[src/rtl/apb_cmd_sequencer_pkg.sv]
// Shared types and constants for the APB command sequencer: FSM states and
// peripheral select encodings.
package apb_cmd_sequencer_pkg;

  typedef enum logic [1:0] {
    ST_IDLE   = 2'd0,
    ST_SETUP  = 2'd1,
    ST_ACCESS = 2'd2,
    ST_RESP   = 2'd3
  } seq_state_e;

  localparam logic [1:0] PSEL_IDLE = 2'd0;
  localparam logic [1:0] PSEL_GPIO = 2'd1;
  localparam logic [1:0] PSEL_UART = 2'd2;

  function automatic logic sel_is_valid(input logic [1:0] sel);
    return (sel == PSEL_GPIO) || (sel == PSEL_UART);
  endfunction

endpackage

[src/rtl/apb_cmd_fifo.sv]
// Synchronous command FIFO with full/empty flags; power-of-2 depth so the
// pointers wrap naturally.
module apb_cmd_fifo #(
  parameter int WIDTH = 8,
  parameter int DEPTH = 4
) (
  input  logic             pclk,
  input  logic             reset,
  input  logic             push,
  input  logic             pop,
  input  logic [WIDTH-1:0] wdata,
  output logic [WIDTH-1:0] rdata,
  output logic             full,
  output logic             empty
);

  localparam int PTR_W = (DEPTH > 1) ? $clog2(DEPTH) : 1;
  localparam int CNT_W = $clog2(DEPTH + 1);

  logic [WIDTH-1:0] mem_q [DEPTH];
  logic [WIDTH-1:0] mem_d [DEPTH];
  logic [PTR_W-1:0] wr_ptr_q, wr_ptr_d;
  logic [PTR_W-1:0] rd_ptr_q, rd_ptr_d;
  logic [CNT_W-1:0] count_q, count_d;
  logic             do_push;
  logic             do_pop;

  assign full    = (count_q == CNT_W'(DEPTH));
  assign empty   = (count_q == '0);
  // A full FIFO refuses the push even when the head leaves in the same cycle.
  assign do_push = push && !full;
  assign do_pop  = pop && !empty;
  assign rdata   = mem_q[rd_ptr_q];

  always_comb begin
    mem_d    = mem_q;
    wr_ptr_d = wr_ptr_q;
    rd_ptr_d = rd_ptr_q;
    count_d  = count_q;
    if (do_push) begin
      mem_d[wr_ptr_q] = wdata;
      wr_ptr_d        = wr_ptr_q + 1'b1;
    end
    if (do_pop) begin
      rd_ptr_d = rd_ptr_q + 1'b1;
    end
    case ({do_push, do_pop})
      2'b10:   count_d = count_q + 1'b1;
      2'b01:   count_d = count_q - 1'b1;
      default: count_d = count_q;
    endcase
  end

  always_ff @(posedge pclk) begin
    if (reset) begin
      wr_ptr_q <= '0;
      rd_ptr_q <= '0;
      count_q  <= '0;
    end else begin
      wr_ptr_q <= wr_ptr_d;
      rd_ptr_q <= rd_ptr_d;
      count_q  <= count_d;
    end
    mem_q <= mem_d;
  end

endmodule

[src/rtl/apb_cmd_sequencer.sv]
// Host command front end for the APB bridge: queues commands, runs one
// SETUP/ACCESS transfer at a time and returns the result on a valid/ready port.
// state  | meaning
// IDLE   | waiting for a queued command
// SETUP  | one-cycle bridge setup phase
// ACCESS | penable high, waiting for pready or timeout
// RESP   | response held until the host takes it
module apb_cmd_sequencer
  import apb_cmd_sequencer_pkg::*;
#(
  parameter int DEPTH   = 4,
  parameter int TIMEOUT = 16,
  parameter int ADDR_W  = 5,
  parameter int DATA_W  = 32
) (
  input  logic              pclk,
  input  logic              Reset,
  input  logic              cmd_valid,
  output logic              cmd_ready,
  input  logic              cmd_write,
  input  logic [1:0]        cmd_sel,
  input  logic [ADDR_W-1:0] cmd_addr,
  input  logic [DATA_W-1:0] cmd_wdata,
  output logic              rsp_valid,
  input  logic              rsp_ready,
  output logic [DATA_W-1:0] rsp_rdata,
  output logic              rsp_err,
  output logic              transfer,
  output logic              pwrite,
  output logic              penable,
  output logic [1:0]        Psel,
  output logic [ADDR_W-1:0] write_paddr,
  output logic [ADDR_W-1:0] apb_read_paddr,
  output logic [DATA_W-1:0] write_data,
  input  logic [DATA_W-1:0] apb_read_data_out,
  input  logic              pready
);

  localparam int CMD_W = 1 + 2 + ADDR_W + DATA_W;
  localparam int CNT_W = $clog2(TIMEOUT);

  seq_state_e        state_q, state_d;
  logic [CNT_W-1:0]  wait_cnt_q, wait_cnt_d;
  logic [DATA_W-1:0] rsp_rdata_q, rsp_rdata_d;
  logic              rsp_err_q, rsp_err_d;
  logic              transfer_q, transfer_d;
  logic              pwrite_q, pwrite_d;
  logic              penable_q, penable_d;
  logic [1:0]        psel_q, psel_d;
  logic [ADDR_W-1:0] write_paddr_q, write_paddr_d;
  logic [ADDR_W-1:0] read_paddr_q, read_paddr_d;
  logic [DATA_W-1:0] write_data_q, write_data_d;

  logic [CMD_W-1:0]  fifo_wdata;
  logic [CMD_W-1:0]  fifo_rdata;
  logic              fifo_full;
  logic              fifo_empty;
  logic              fifo_pop;
  logic              head_write;
  logic [1:0]        head_sel;
  logic [ADDR_W-1:0] head_addr;
  logic [DATA_W-1:0] head_wdata;
  logic              on_bus;

  assign fifo_wdata = {cmd_write, cmd_sel, cmd_addr, cmd_wdata};
  assign {head_write, head_sel, head_addr, head_wdata} = fifo_rdata;

  apb_cmd_fifo #(
    .WIDTH (CMD_W),
    .DEPTH (DEPTH)
  ) u_fifo (
    .pclk  (pclk),
    .reset (Reset),
    .push  (cmd_valid),
    .pop   (fifo_pop),
    .wdata (fifo_wdata),
    .rdata (fifo_rdata),
    .full  (fifo_full),
    .empty (fifo_empty)
  );

  always_comb begin
    state_d     = state_q;
    wait_cnt_d  = wait_cnt_q;
    rsp_rdata_d = rsp_rdata_q;
    rsp_err_d   = rsp_err_q;
    fifo_pop    = 1'b0;

    case (state_q)
      ST_IDLE: begin
        if (!fifo_empty) begin
          if (sel_is_valid(head_sel)) begin
            state_d = ST_SETUP;
          end else begin
            state_d     = ST_RESP;
            rsp_err_d   = 1'b1;
            rsp_rdata_d = '0;
          end
        end
      end
      ST_SETUP: begin
        state_d    = ST_ACCESS;
        wait_cnt_d = '0;
      end
      ST_ACCESS: begin
        // pready wins over the timeout on the final allowed cycle.
        if (pready) begin
          state_d     = ST_RESP;
          rsp_err_d   = 1'b0;
          rsp_rdata_d = head_write ? '0 : apb_read_data_out;
        end else if (wait_cnt_q == CNT_W'(TIMEOUT - 1)) begin
          state_d     = ST_RESP;
          rsp_err_d   = 1'b1;
          rsp_rdata_d = '0;
        end else begin
          wait_cnt_d = wait_cnt_q + 1'b1;
        end
      end
      ST_RESP: begin
        if (rsp_ready) begin
          state_d     = ST_IDLE;
          fifo_pop    = 1'b1;
          rsp_err_d   = 1'b0;
          rsp_rdata_d = '0;
        end
      end
      default: state_d = ST_IDLE;
    endcase

    // Bus registers are loaded with the values for the state being entered.
    on_bus        = (state_d == ST_SETUP) || (state_d == ST_ACCESS);
    transfer_d    = on_bus;
    penable_d     = (state_d == ST_ACCESS);
    psel_d        = on_bus ? head_sel : PSEL_IDLE;
    pwrite_d      = on_bus && head_write;
    write_paddr_d = (on_bus && head_write)  ? head_addr  : '0;
    read_paddr_d  = (on_bus && !head_write) ? head_addr  : '0;
    write_data_d  = (on_bus && head_write)  ? head_wdata : '0;
  end

  always_ff @(posedge pclk) begin
    if (Reset) begin
      state_q       <= ST_IDLE;
      wait_cnt_q    <= '0;
      rsp_rdata_q   <= '0;
      rsp_err_q     <= 1'b0;
      transfer_q    <= 1'b0;
      pwrite_q      <= 1'b0;
      penable_q     <= 1'b0;
      psel_q        <= PSEL_IDLE;
      write_paddr_q <= '0;
      read_paddr_q  <= '0;
      write_data_q  <= '0;
    end else begin
      state_q       <= state_d;
      wait_cnt_q    <= wait_cnt_d;
      rsp_rdata_q   <= rsp_rdata_d;
      rsp_err_q     <= rsp_err_d;
      transfer_q    <= transfer_d;
      pwrite_q      <= pwrite_d;
      penable_q     <= penable_d;
      psel_q        <= psel_d;
      write_paddr_q <= write_paddr_d;
      read_paddr_q  <= read_paddr_d;
      write_data_q  <= write_data_d;
    end
  end

  assign cmd_ready      = !fifo_full;
  assign rsp_valid      = (state_q == ST_RESP);
  assign rsp_rdata      = rsp_rdata_q;
  assign rsp_err        = rsp_err_q;
  assign transfer       = transfer_q;
  assign pwrite         = pwrite_q;
  assign penable        = penable_q;
  assign Psel           = psel_q;
  assign write_paddr    = write_paddr_q;
  assign apb_read_paddr = read_paddr_q;
  assign write_data     = write_data_q;

endmodule

[config.mk]
export PLATFORM = sky130hd
export DESIGN_NAME = apb_cmd_sequencer
export DESIGN_NICKNAME = d
export VERILOG_FILES = /design/src/rtl/apb_cmd_sequencer_pkg.sv /design/src/rtl/apb_cmd_fifo.sv /design/src/rtl/apb_cmd_sequencer.sv
export SDC_FILE = /design/constraint.sdc
export NUM_CORES = 1
export LEC_CHECK = 0
export BUFFER_PORTS_ARGS = -buffer_cell sky130_fd_sc_hd__buf_2
export CORE_ASPECT_RATIO = 0.8
export CORE_MARGIN = 8
export CORE_UTILIZATION = 44
export DETAILED_ROUTE_END_ITERATION = 16
export PLACE_DENSITY = 0.65
export SLEW_MARGIN = 15
export SYNTH_ARGS = -nofsm -noshare
export SYNTH_HDL_FRONTEND = slang
export SYNTH_SLANG_ARGS = --single-unit
[constraint.sdc]
create_clock -name pclk -period 2.9 [get_ports pclk]
set_clock_uncertainty 0.1 [all_clocks]
set_input_delay 0.58 -clock pclk [delete_from_list [all_inputs] [get_ports pclk]]
set_output_delay 0.58 -clock pclk [all_outputs]
set_load 0.01 [all_outputs]
## Word level (Yosys, flattened, before mapping)

Cells that the tools add are included.

- Shifts and indexed selects: 0
- Mux-type cells: 31
- Multiply operators: 0
- Add/sub/neg operators: 5
- Reduce and logical (&&, ||, !) cells: 20
- Bitwise gates (word level): 5
- Magnitude comparators: 3
- Divide/modulo/power cells: 0
- Eq/ne operators: 17

Operator list:

| cell | count |
|---|---|
| $mux 32 | 6 |
| $bwmux 160 | 1 |
| $mux 40 | 3 |
| $pmux 32 s3 | 1 |
| $bmux 40 s2 | 1 |
| $demux 40 s2 | 1 |
| $eq 2x2->1 const B | 5 |
| $mux 2 | 5 |
| $eq 2x1->1 const B | 4 |
| $mux 4 | 2 |
| $ne 2x2->1 const B | 4 |
| $pmux 2 s4 | 1 |
| $pmux 4 s2 | 1 |
| $mux 1 | 7 |
| $ge 3x3->1 const B | 2 |
| $not 2->3 | 2 |
| $pmux 3 s2 | 1 |
| $reduce_or 2->1 | 3 |
| $logic_and 1x1->1 | 5 |
| $reduce_and 5->1 | 1 |
| $add 2x1->2 const B | 2 |
| $add 4x1->4 const B | 1 |
| $eq 4x4->1 const B | 1 |
| $reduce_bool 2->1 | 2 |
| other kinds (14) | 19 |

- Bits in registers: 253
- Bits in writable memories: 0
- Output and inout bits: 82
- Bits in read-only memories: 0
- Bits in latches: 0
- Input bits: 77
- Logic and storage cells: 99
- Memories: 0

## Depth between registers and ports, before layout

Gate-level depths: netlist of run 1.

- Depth in word-level cells: 14
- Mapped depth: 9
- Gate-level depth less buffers: 9

## Modules after synthesis

From an unflattened synthesis of run 1, not the netlist that was laid out.

- Cell total of the unflattened synthesis: 604
- Area total of the unflattened synthesis: 9623.0 um2

By module, submodules not included:

| module | cells each | area each (um2) | instances |
|---|---|---|---|
| apb_cmd_fifo | 260 | 6352.3 | 1 |
| apb_cmd_sequencer | 344 | 3270.6 | 1 |

## Worst setup path before layout of run 1

No wires, ideal clock.

- Kind: register to register
- Start: register u_fifo.count_q[0]
- End: register u_fifo.count_q[2]
- Library setup time: 71 ps
- Stages on the path, launching flop included: 10
- Period minus slack after synthesis: 2442 ps
- Setup slack: 458 ps
- Required time: 2729 ps
- Buffers on the path: 0
- Arrival time: 2272 ps
- Cell sequence: dfxtp_1 > or3b_1 > and2_1 > inv_1 > ha_1 > inv_1 > fa_1 > xor2_1 > or3_1 > a21oi_1

- Longest elaborated chain between the ends: 5
- Elaborated cells between the ends (all ways): 12
- Classes of those cells: add/sub (2); eq/ne (3); mux (1); reduce/logical (6)

Ends and longest elaborated chain:

| element | RTL line | source |
|---|---|---|
| start: declaration | apb_cmd_fifo.sv:24 | `logic [CNT_W-1:0] count_q, count_d;` |
| start signal: assignment | apb_cmd_fifo.sv:62 | `count_q <= count_d;` |
| $eq 3x3->1 (*) | apb_cmd_fifo.sv:28 | `assign full = (count_q == CNT_W'(DEPTH));` |
| $logic_not 1->1 (*) | n/a |  |
| net cmd_ready | apb_cmd_sequencer.sv:19 | `output logic cmd_ready,` |
| $logic_and 1x1->1 (*) | apb_cmd_fifo.sv:31 | `assign do_push = push && !full;` |
| $eq 2x1->1 / $eq 2x2->1 (equally long branches) | apb_cmd_fifo.sv:47 | `case ({do_push, do_pop})` |
| $pmux 3 s2 / $reduce_bool 2->1 (equally long branches) | n/a |  |

The timed path passes the listed nets; every way through them passes the cells marked *.
A chain may end at the register's enable or synchronous reset.

## Final worst setup path of run 1

- Start: register u_fifo.count_q[2]
- End: register u_fifo.count_q[2]

- Longest elaborated chain between the ends: 5
- Elaborated cells between the ends (all ways): 12
- Classes of those cells: add/sub (2); eq/ne (3); mux (1); reduce/logical (6)

Ends and longest elaborated chain:

| element | RTL line |
|---|---|
| $eq 3x3->1 / $logic_not 3->1 (equally long branches) | apb_cmd_fifo.sv:28, apb_cmd_fifo.sv:29 |
| $logic_not 1->1, on equally long branches | apb_cmd_fifo.sv:31, apb_cmd_fifo.sv:32 |
| $logic_and 1x1->1, on equally long branches | apb_cmd_fifo.sv:31, apb_cmd_fifo.sv:32 |
| $eq 2x1->1 / $eq 2x2->1 (equally long branches) | apb_cmd_fifo.sv:47 |
| $pmux 3 s2 / $reduce_bool 2->1 (equally long branches) | n/a |

Parallel ways exist; a longest one is shown, timed or not.

==> results of run 1 <==
layout by cell type, fill, tap and decap left out, types with 7 or more instances in the layout:
cell,count
nor2_1,8
buf_2,158
a21oi_1,9
buf_4,11
mux4_2,41
and2_1,10
clkbuf_16,25
inv_1,9
nand2_1,42
o21ai_2,30
and3_1,38
edfxtp_1,160
dfxtp_1,91
ha_1,7
nand2b_1,35
state kept, by name, summed over array words and instances (netlist names):
signal and count:
u_fifo.rd_ptr_q 2, Psel 2, u_fifo.mem_q 160, u_fifo.count_q 3, apb_read_paddr 5, rsp_err 1
state_q 2, penable 1, transfer 1, wait_cnt_q 4, write_data 32, u_fifo.wr_ptr_q 2
pwrite 1, write_paddr 5, rsp_rdata 32
layout make-up:
| class | count | area, um2 | share of cell area |
|---|---|---|---|
| Sequential cell | 253 | 6670 | 0.594 |
| Multi-Input combinational cell | 266 | 2400 | 0.213 |
| Timing Repair Buffer | 173 | 953 | 0.0848 |
| Clock buffer | 27 | 643 | 0.0572 |
| Tap cell | 269 | 337 | 0.0299 |
| Clock inverter | 18 | 203 | 0.0180 |
| Inverter | 9 | 33.8 | 0.00301 |
layer usage:
metal / track usage / share of wire / vias to the layer above
li1: - / - / 2434
met1: 0.188 / 0.43 / 2578
met2: 0.240 / 0.47 / 147
met3: 0.0433 / 0.074 / 41
met4: 0.0350 / 0.020 / 10
met5: 0 / 0.0031 / -
power groups by stage:
stage / sequential, mW / combinational (mW) / clock, mW
after floorplan: 4.26 / 0.413 / 0
after global placement: 4.20 / 0.825 / 0
after detailed placement: 4.22 / 0.848 / 0
after CTS: 4.14 / 0.854 / 3.34
after global routing: 4.16 / 0.923 / 3.48
final: 4.14 / 0.837 / 3.26
logic make-up (layout without fill, tap and decap cells):
group,count (synthesis),count (layout),synth area share
multiplexers,41,41,0.100
AO/OA/AOI/OAI,53,53,0.0438
buffers and inverters,40,227,0.0206
XOR/XNOR,9,9,0.00854
adder cells (fa/ha/maj),8,8,0.0117
flip-flops,253,253,0.722
AND/OR/NAND/NOR,155,155,0.0933
per-stage QoR:
stage | hold slack (ns) | utilization | power (mW) | setup WS [ns]
CTS | 0.142 | 0.545 | 8.34 | 0.216
global placement | 0.350 | 0.504 | 5.03 | 0.355
global route | 0.162 | 0.545 | 8.56 | 0.0789
floorplan | 0.361 | - | 4.67 | 0.458
detailed placement | 0.356 | 0.504 | 5.06 | 0.225
finish | 0.163 | 0.545 | 8.24 | 0.217
worst register-to-register path, stage by stage (launching register included):
cell and delay, ns:
dfxtp_1 0.37, or3b_1 0.45, and2_1 0.23, inv_1 0.08, ha_1 0.18, inv_1 0.08
fa_1 0.45, xor2_1 0.17, or3_1 0.33, a21oi_1 0.17
final timing paths:
kind | from | to | cells past startpoint
max reg2reg | u_fifo.count_q[2] | u_fifo.count_q[2] | 9
max | u_fifo.count_q[2] | u_fifo.count_q[2] | 9
min | apb_read_data_out[1] | rsp_rdata[1] | 3
min reg2reg | rsp_err | rsp_err | 1
==> results.sh, run 1 <==
export IMPL_synth_top_cell_area_share=0.520
export IMPL_period_minus_slack_ns=2.68
export IMPL_syn_area_um2=9230
export IMPL_powerDensity_nw_per_um2=733
export IMPL_routed_wl_mm=19.3
export IMPL_synthTopCellsByArea="edfxtp_1, dfxtp_1, mux4_2"
export IMPL_syn_avg_cell_area_um2=16.5
export IMPL_fmax_mhz=373
export IMPL_ys_ff_latch=253
export IMPL_antenna_found_initial=5
export IMPL_hp_class="in -> reg"
export IMPL_status="finished clean"
export IMPL_drcViolationCount=0
export IMPL_ff2ff_setup_slack_ns=0.22
export IMPL_ios=159
export IMPL_worst_path_max_delay_cell="or3b_1"
export IMPL_cp_top_family="simple AND/OR/NAND/NOR gates"
export IMPL_synthArstFlopShare=0
export IMPL_seq_area_frac_synth=0.722
export IMPL_p_sw_mw=1.87
export IMPL_tns_ns=0
export IMPL_max_stage_delay_ns=0.45
export IMPL_cts_path_max_buffers=3
export IMPL_ir_worst_vdd_uv=514
export IMPL_hpwl_mm=12.4
export IMPL_fp_dieArea_um2=25900
export IMPL_fin_area_um2=11200
export IMPL_clk_pin_slew_worst_paths_ns=0.06
export IMPL_initialDrtViolationCount=323
export IMPL_rsz0062_at_grt="false"
export IMPL_leakage_nw=4.31
export IMPL_yosysUniqueCellTypes=38
export IMPL_slew_violations=0
export IMPL_p_clk_frac=0.396
export IMPL_syn_inst=559
export IMPL_start_kind="flop"
export IMPL_crit_path_end_kind="flop"
export IMPL_via_per_inst=5.13
export IMPL_cp_common_cell="inv_1"
export IMPL_portBuffers=158
export IMPL_placed_cell_area_um2=10400
export IMPL_intPower_mw=6.36
export IMPL_maxSlewHeadroom=0.483
export IMPL_cts_sinks=253
export IMPL_cts_tree="done"
export IMPL_place_congestion=0.778
export IMPL_swShare=0.227
export IMPL_postCtsSetupBuffers=0
export IMPL_crit_fanout=6
export IMPL_crit_required_ns=3.24
export IMPL_num_nets_final=813
export IMPL_final_cells=1015
export IMPL_grt_pass1_vias=5558
export IMPL_core_area_um2=20600
export IMPL_wl_per_cell_um=19.0
export IMPL_grt_overflow_total=0
export IMPL_ys_warn_count=0
export IMPL_ant_nets=0
export IMPL_cts_buffers=25
export IMPL_hold_viol_final=0
export IMPL_worstMarginPinSlew_ns=0.773
export IMPL_clock_latency_ns=0.51
export IMPL_worst_ep_arrival_time_ns=3.02
export IMPL_die_w_um=178
export IMPL_post_cts_resized=0
export IMPL_die_h_um=146
export IMPL_critPathBufInv=2
export IMPL_maxCapViolations=0
export IMPL_clockRootBuffer="clkbuf_16"
export IMPL_placed_cells=970
export IMPL_dr_pass1_iters=4
export IMPL_grt_max_degree=42
export IMPL_initial_core_util=0.447
export IMPL_grt_pass1_wl_mm=30.2
export IMPL_synth_most_common_cell="edfxtp_1"
export IMPL_cp_cell_sequence="or3b_1 > and2_1 > inv_1 > ha_1 > inv_1 > fa_1 > xor2_1 > or3_1 > a21oi_1"
export IMPL_power_frac_comb=0.102
export IMPL_num_rows=47
export IMPL_synthFlopType="edfxtp_1"
export IMPL_hold_buffers=0
export IMPL_yosys_area_top_type="edfxtp_1"
export IMPL_synth_nets=644
export IMPL_vias=5210
export IMPL_setup_viol_count_final=0
export IMPL_num_antenna_cells=0
export IMPL_drive_gt1_frac=0.399
export IMPL_synth_edf_count=160
export IMPL_syn_to_final_growth_pct=21.8
export IMPL_post_route_period_util=0.925
export IMPL_track_usage=0.146
export IMPL_seq_power_share=0.503
export IMPL_critical_path_class="reg -> reg"
export IMPL_synth_top_cells_by_count="edfxtp_1, dfxtp_1, and3_1, nand2_1, mux4_2"
export IMPL_h_tree_depth=1
export IMPL_fillers=1635
No activity file was read; power rests on OpenSTA's default activity.
==> run 2: changes to the inputs <==
--- a/config.mk
+++ b/config.mk
@@ -8,9 +8,8 @@
 export BUFFER_PORTS_ARGS = -buffer_cell sky130_fd_sc_hd__buf_2
 export CORE_ASPECT_RATIO = 0.8
 export CORE_MARGIN = 8
-export CORE_UTILIZATION = 44
+export CORE_UTILIZATION = 40
 export DETAILED_ROUTE_END_ITERATION = 16
-export PLACE_DENSITY = 0.65
 export SLEW_MARGIN = 15
 export SYNTH_ARGS = -nofsm -noshare
 export SYNTH_HDL_FRONTEND = slang
==> run 2 against run 1 <==
  * Die area is 9.0% higher
  * First-iteration DRC count is 15% lower
  * Sequential power hardly changed
  * Power is 0.35% lower
  * Critical path depth stayed put
  * Clock-buffer cell count is 11 higher
  * Non-clock buffer count is 1 higher
  * Clock power is 2% lower
  * Global-route usage is 0.26 points lower
  * Final area is 0.55% higher
==> results.sh, run 2 (synthesis results as in run 1) <==
export IMPL_status="finished clean"
export IMPL_crit_required_ns=3.24
export IMPL_largest_reg_flops=160
export IMPL_h_tree_depth=1
export IMPL_portBuffers=158
export IMPL_antenna_found_initial=2
export IMPL_grt_overflow_total=0
export IMPL_max_stage_delay_ns=0.46
export IMPL_wl_per_cell_um=19.3
export IMPL_hold_buffers=0
export IMPL_grt_pass1_wl_mm=31.8
export IMPL_syn_to_final_growth_pct=22.4
export IMPL_period_minus_slack_ns=2.57
export IMPL_setup_viol_count_final=0
export IMPL_layout_commonest_cell="edfxtp_1"
export IMPL_clk_pin_slew_worst_paths_ns=0.06
export IMPL_fp_dieArea_um2=28200
export IMPL_cts_path_max_buffers=3
export IMPL_cp_cell_sequence="or3b_1 > and2_1 > inv_1 > ha_1 > inv_1 > fa_1 > xor2_1 > or3_1 > a21oi_1"
export IMPL_slew_violations=0
export IMPL_die_w_um=186
export IMPL_place_congestion=0.786
export IMPL_num_rows=49
export IMPL_cts_tree="done"
export IMPL_routed_wl_met2_mm=9.82
export IMPL_grt_max_degree=51
export IMPL_cp_common_cell="inv_1"
export IMPL_ant_nets=0
export IMPL_hp_class="in -> reg"
export IMPL_cts_sinks=253
export IMPL_fmax_mhz=389
export IMPL_post_cts_resized=0
export IMPL_worstMarginPinSlew_ns=0.794
export IMPL_postCtsSetupBuffers=0
export IMPL_initialDrtViolationCount=275
export IMPL_dr_wl_met3_mm=1.22
export IMPL_maxCapViolations=0
export IMPL_powerDensity_nw_per_um2=726
export IMPL_worst_ep_arrival_time_ns=2.91
export IMPL_finish_utilization=0.501
export IMPL_num_nets_final=816
export IMPL_drcViolationCount=0
export IMPL_clockRootBuffer="clkbuf_16"
export IMPL_cts_buffers=27
export IMPL_placed_cells=1008
export IMPL_tns_ns=0
export IMPL_wl_met1_mm=9.02
export IMPL_die_h_um=152
export IMPL_post_route_period_util=0.887
export IMPL_fin_area_um2=11300
export IMPL_critical_path_class="reg -> reg"
export IMPL_maxSlewHeadroom=0.471
export IMPL_core_area_um2=22600
export IMPL_vias=5247
export IMPL_ios=159
export IMPL_hpwl_mm=13.2
export IMPL_final_cell_mix="edfxtp_1, buf_2, dfxtp_1, nand2_1, mux4_2"
export IMPL_highest_layer="met5"
export IMPL_hold_viol_final=0
export IMPL_routed_wl_mm=20.5
export IMPL_dr_pass1_iters=4
export IMPL_leakage_nw=4.32
export IMPL_worst_path_max_delay_cell="or3b_1"
export IMPL_largest_register="u_fifo.mem_q"
export IMPL_via_per_inst=4.95
export IMPL_initial_core_util=0.409
export IMPL_ir_worst_vdd_uv=387
export IMPL_rsz0062_at_grt="false"
export IMPL_placed_cell_area_um2=10500
export IMPL_start_kind="flop"
export IMPL_clock_latency_ns=0.53
export IMPL_drive_gt1_frac=0.395
export IMPL_track_usage=0.144
export IMPL_final_cells=1059
export IMPL_grt_pass1_vias=5504
export IMPL_crit_path_end_kind="flop"
export IMPL_crit_fanout=6
run 2: changes by cell type in the layout (fill, tap and decap cells not counted), sizes merged:
cell and change:
clkbuf +11, bufinv -3, clkinvlp -3, buf +1
diode +1
run 2: per-layer routing:
| layer | up-vias | track usage |
|---|---|---|
| met5 | - | 0 |
| met4 | 2 | 0.0408 |
| met3 | 36 | 0.0336 |
| met2 | 134 | 0.230 |
| met1 | 2639 | 0.193 |
| li1 | 2436 | - |
run 2: worst paths after layout:
| check | from | endpoint | slack, ns | cells past startpoint |
|---|---|---|---|---|
| setup reg to reg | u_fifo.count_q[0] | u_fifo.count_q[2] | 0.33 | 9 |
| hold / removal | apb_read_data_out[10] | rsp_rdata[10] | 0.15 | 3 |
| hold reg to reg | rsp_err | rsp_err | 0.36 | 1 |
| setup / recovery | u_fifo.count_q[0] | u_fifo.count_q[2] | 0.33 | 9 |
run 2: power by group:
part           internal (mW)  switching [mW]
Combinational          0.340           0.514
Clock                   1.88            1.33
Sequential              4.06          0.0767
run 2: critical path: cells and delay by family (launching register included):
family / cells / cell delay, ns
AO/OA/AOI/OAI: 1 / 0.15
XOR/XNOR: 1 / 0.16
adder cells (fa/ha/maj): 2 / 0.60
buffers and inverters: 2 / 0.15
flip-flops: 1 / 0.33
AND/OR/NAND/NOR: 3 / 1.00
run 2: area by class of cell:
class / count / area, um2
inverter: 9 / 33.8
sequential: 253 / 6670
timing repair buffer: 174 / 973
clock inverter: 12 / 91.3
tap: 306 / 383
antenna: 1 / 2.50
clock buffer: 38 / 747
multi-input combinational: 266 / 2400
fill: 1944 / 11300
run 2: per-stage QoR:
stage / hold WS, ns / setup WS (ns) / power [mW]
detailed placement: 0.353 / 0.308 / 5.08
finish: 0.153 / 0.329 / 8.21
floorplan: 0.361 / 0.458 / 4.67
global route: 0.137 / 0.157 / 8.54
CTS: 0.127 / 0.317 / 8.30
global placement: 0.350 / 0.354 / 5.05
==> run 3: changes to the inputs <==
--- a/config.mk
+++ b/config.mk
@@ -7,7 +7,6 @@
 export LEC_CHECK = 0
 export BUFFER_PORTS_ARGS = -buffer_cell sky130_fd_sc_hd__buf_2
 export CORE_ASPECT_RATIO = 0.8
-export CORE_MARGIN = 8
 export CORE_UTILIZATION = 40
 export DETAILED_ROUTE_END_ITERATION = 16
 export SLEW_MARGIN = 15
==> run 3 against run 2 <==
  * Combinational power shrank 2%
  * Utilization fell by 0.22 points
  * Cell count fell by 0.38%
  * Global-route usage rose by 1.6 points
  * Via count is 0.63% lower
  * Register-to-register slack got worse by 0.04 ns
  * First-iteration DRC count is 2.2% higher
  * Final area decreased by 0.44%
  * Power shrank 1.3%
  * Critical path type unchanged
  * Critical endpoint unchanged
  * Largest cell class unchanged
  * Largest power group unchanged
==> results.sh, run 3 (synthesis results as in run 1) <==
export IMPL_status="finished clean"
export IMPL_place_congestion=0.772
export IMPL_post_route_period_util=0.899
export IMPL_tns_ns=0
export IMPL_ios=159
export IMPL_leakage_nw=4.30
export IMPL_ff2ff_setup_slack_ns=0.29
export IMPL_min_path_cells=3
export IMPL_crit_fanout=6
export IMPL_drive_gt1_frac=0.394
export IMPL_worstRegToRegCells=9
export IMPL_initial_core_util=0.409
export IMPL_crit_reg2reg_launch="u_fifo.count_q[0]"
export IMPL_clockRootBuffer="clkbuf_16"
export IMPL_fmax_mhz=383
export IMPL_rsz0062_at_grt="false"
export IMPL_grt_max_degree=51
export IMPL_ant_nets=0
export IMPL_crit_path_end_kind="flop"
export IMPL_cts_path_max_buffers=3
export IMPL_hp_class="in -> reg"
export IMPL_hpwl_mm=11.8
export IMPL_die_w_um=172
export IMPL_routed_wl_mm=18.9
export IMPL_grt_pass1_wl_mm=28.6
export IMPL_grt_pass1_vias=5296
export IMPL_rr_endpoint="u_fifo.count_q[2]"
export IMPL_largest_register="u_fifo.mem_q"
export IMPL_cts_sinks=253
export IMPL_maxCapViolations=0
export IMPL_worst_ep_arrival_time_ns=2.94
export IMPL_hold_buffers=0
export IMPL_antenna_found_initial=2
export IMPL_powerDensity_nw_per_um2=720
export IMPL_layout_commonest_cell="edfxtp_1"
export IMPL_track_usage=0.159
export IMPL_final_cell_mix="edfxtp_1, buf_2, dfxtp_1, nand2_1, mux4_2"
export IMPL_postCtsSetupBuffers=0
export IMPL_initialDrtViolationCount=281
export IMPL_min_from="apb_read_data_out[9]"
export IMPL_setup_viol_count_final=0
export IMPL_num_nets_final=813
export IMPL_drcViolationCount=0
export IMPL_syn_to_final_growth_pct=21.9
export IMPL_ir_worst_vdd_uv=409
export IMPL_post_cts_resized=0
export IMPL_via_per_inst=4.94
export IMPL_period_minus_slack_ns=2.61
export IMPL_wl_per_cell_um=17.9
export IMPL_worstMarginPinSlew_ns=0.815
export IMPL_vias=5214
export IMPL_cts_buffers=25
export IMPL_maxSlewHeadroom=0.457
export IMPL_portBuffers=158
export IMPL_num_rows=49
export IMPL_largest_reg_flops=160
export IMPL_clk_pin_slew_worst_paths_ns=0.06
export IMPL_start_kind="flop"
export IMPL_cts_tree="done"
export IMPL_dr_pass1_iters=6
export IMPL_grt_overflow_total=0
export IMPL_hold_ws_ns=0.160
export IMPL_clock_latency_ns=0.51
export IMPL_fp_dieArea_um2=23700
export IMPL_hold_end="rsp_rdata[9]"
export IMPL_h_tree_depth=1
export IMPL_core_area_um2=22600
export IMPL_critical_path_class="reg -> reg"
export IMPL_die_h_um=138
export IMPL_hold_viol_final=0
export IMPL_slew_violations=0
export IMPL_crit_required_ns=3.23
==> run 3: worst max path at each step <==
stage | start | cells past startpoint | end
after detailed placement | rsp_ready | 9 | u_fifo.count_q[2]
after global placement | rsp_ready | 9 | u_fifo.count_q[2]
after floorplan | u_fifo.count_q[0] | 9 | u_fifo.count_q[2]
after CTS | u_fifo.count_q[0] | 9 | u_fifo.count_q[2]
final | u_fifo.count_q[0] | 9 | u_fifo.count_q[2]
after global routing | u_fifo.count_q[0] | 9 | u_fifo.count_q[2]
==> run 3: where the power goes <==
part | total [mW] | internal (mW) | switching [mW]
logic | 0.838 | 0.341 | 0.497
registers | 4.14 | 4.06 | 0.0758
clock network | 3.12 | 1.82 | 1.30
==> run 3: worst max-delay path: stages, from the launching register on <==
cell,delay [ns]
dfxtp_1,0.34
or3b_1,0.46
and2_1,0.23
inv_1,0.09
ha_1,0.19
inv_1,0.07
fa_1,0.43
xor2_1,0.16
or3_1,0.31
a21oi_1,0.16
==> run 3: per-layer routing <==
metal	vias to the layer above	track usage	part of all wire
met4	0	0.0477	0.021
met5	-	0	0
met2	123	0.251	0.47
met1	2627	0.221	0.45
met3	27	0.0368	0.054
li1	2437	-	-
==> run 3: area by class of cell <==
class | count | area, um2
multi-input combinational | 266 | 2400
inverter | 9 | 33.8
sequential | 253 | 6670
tap | 306 | 383
fill | 1927 | 11300
clock buffer | 35 | 716
clock inverter | 10 | 87.6
antenna | 3 | 7.51
timing repair buffer | 173 | 953
==> run 3: per-stage QoR <==
step	worst slack (ns)	total power [mW]	instance area [um2]	util	cells
floorplan	0.458	4.67	9230	-	559
global route	0.133	8.43	11200	0.498	1052
CTS	0.294	8.20	11200	0.498	1052
detailed placement	0.305	5.07	10400	0.463	1007
finish	0.292	8.10	11300	0.499	1055
global placement	0.365	5.04	10400	0.463	1007
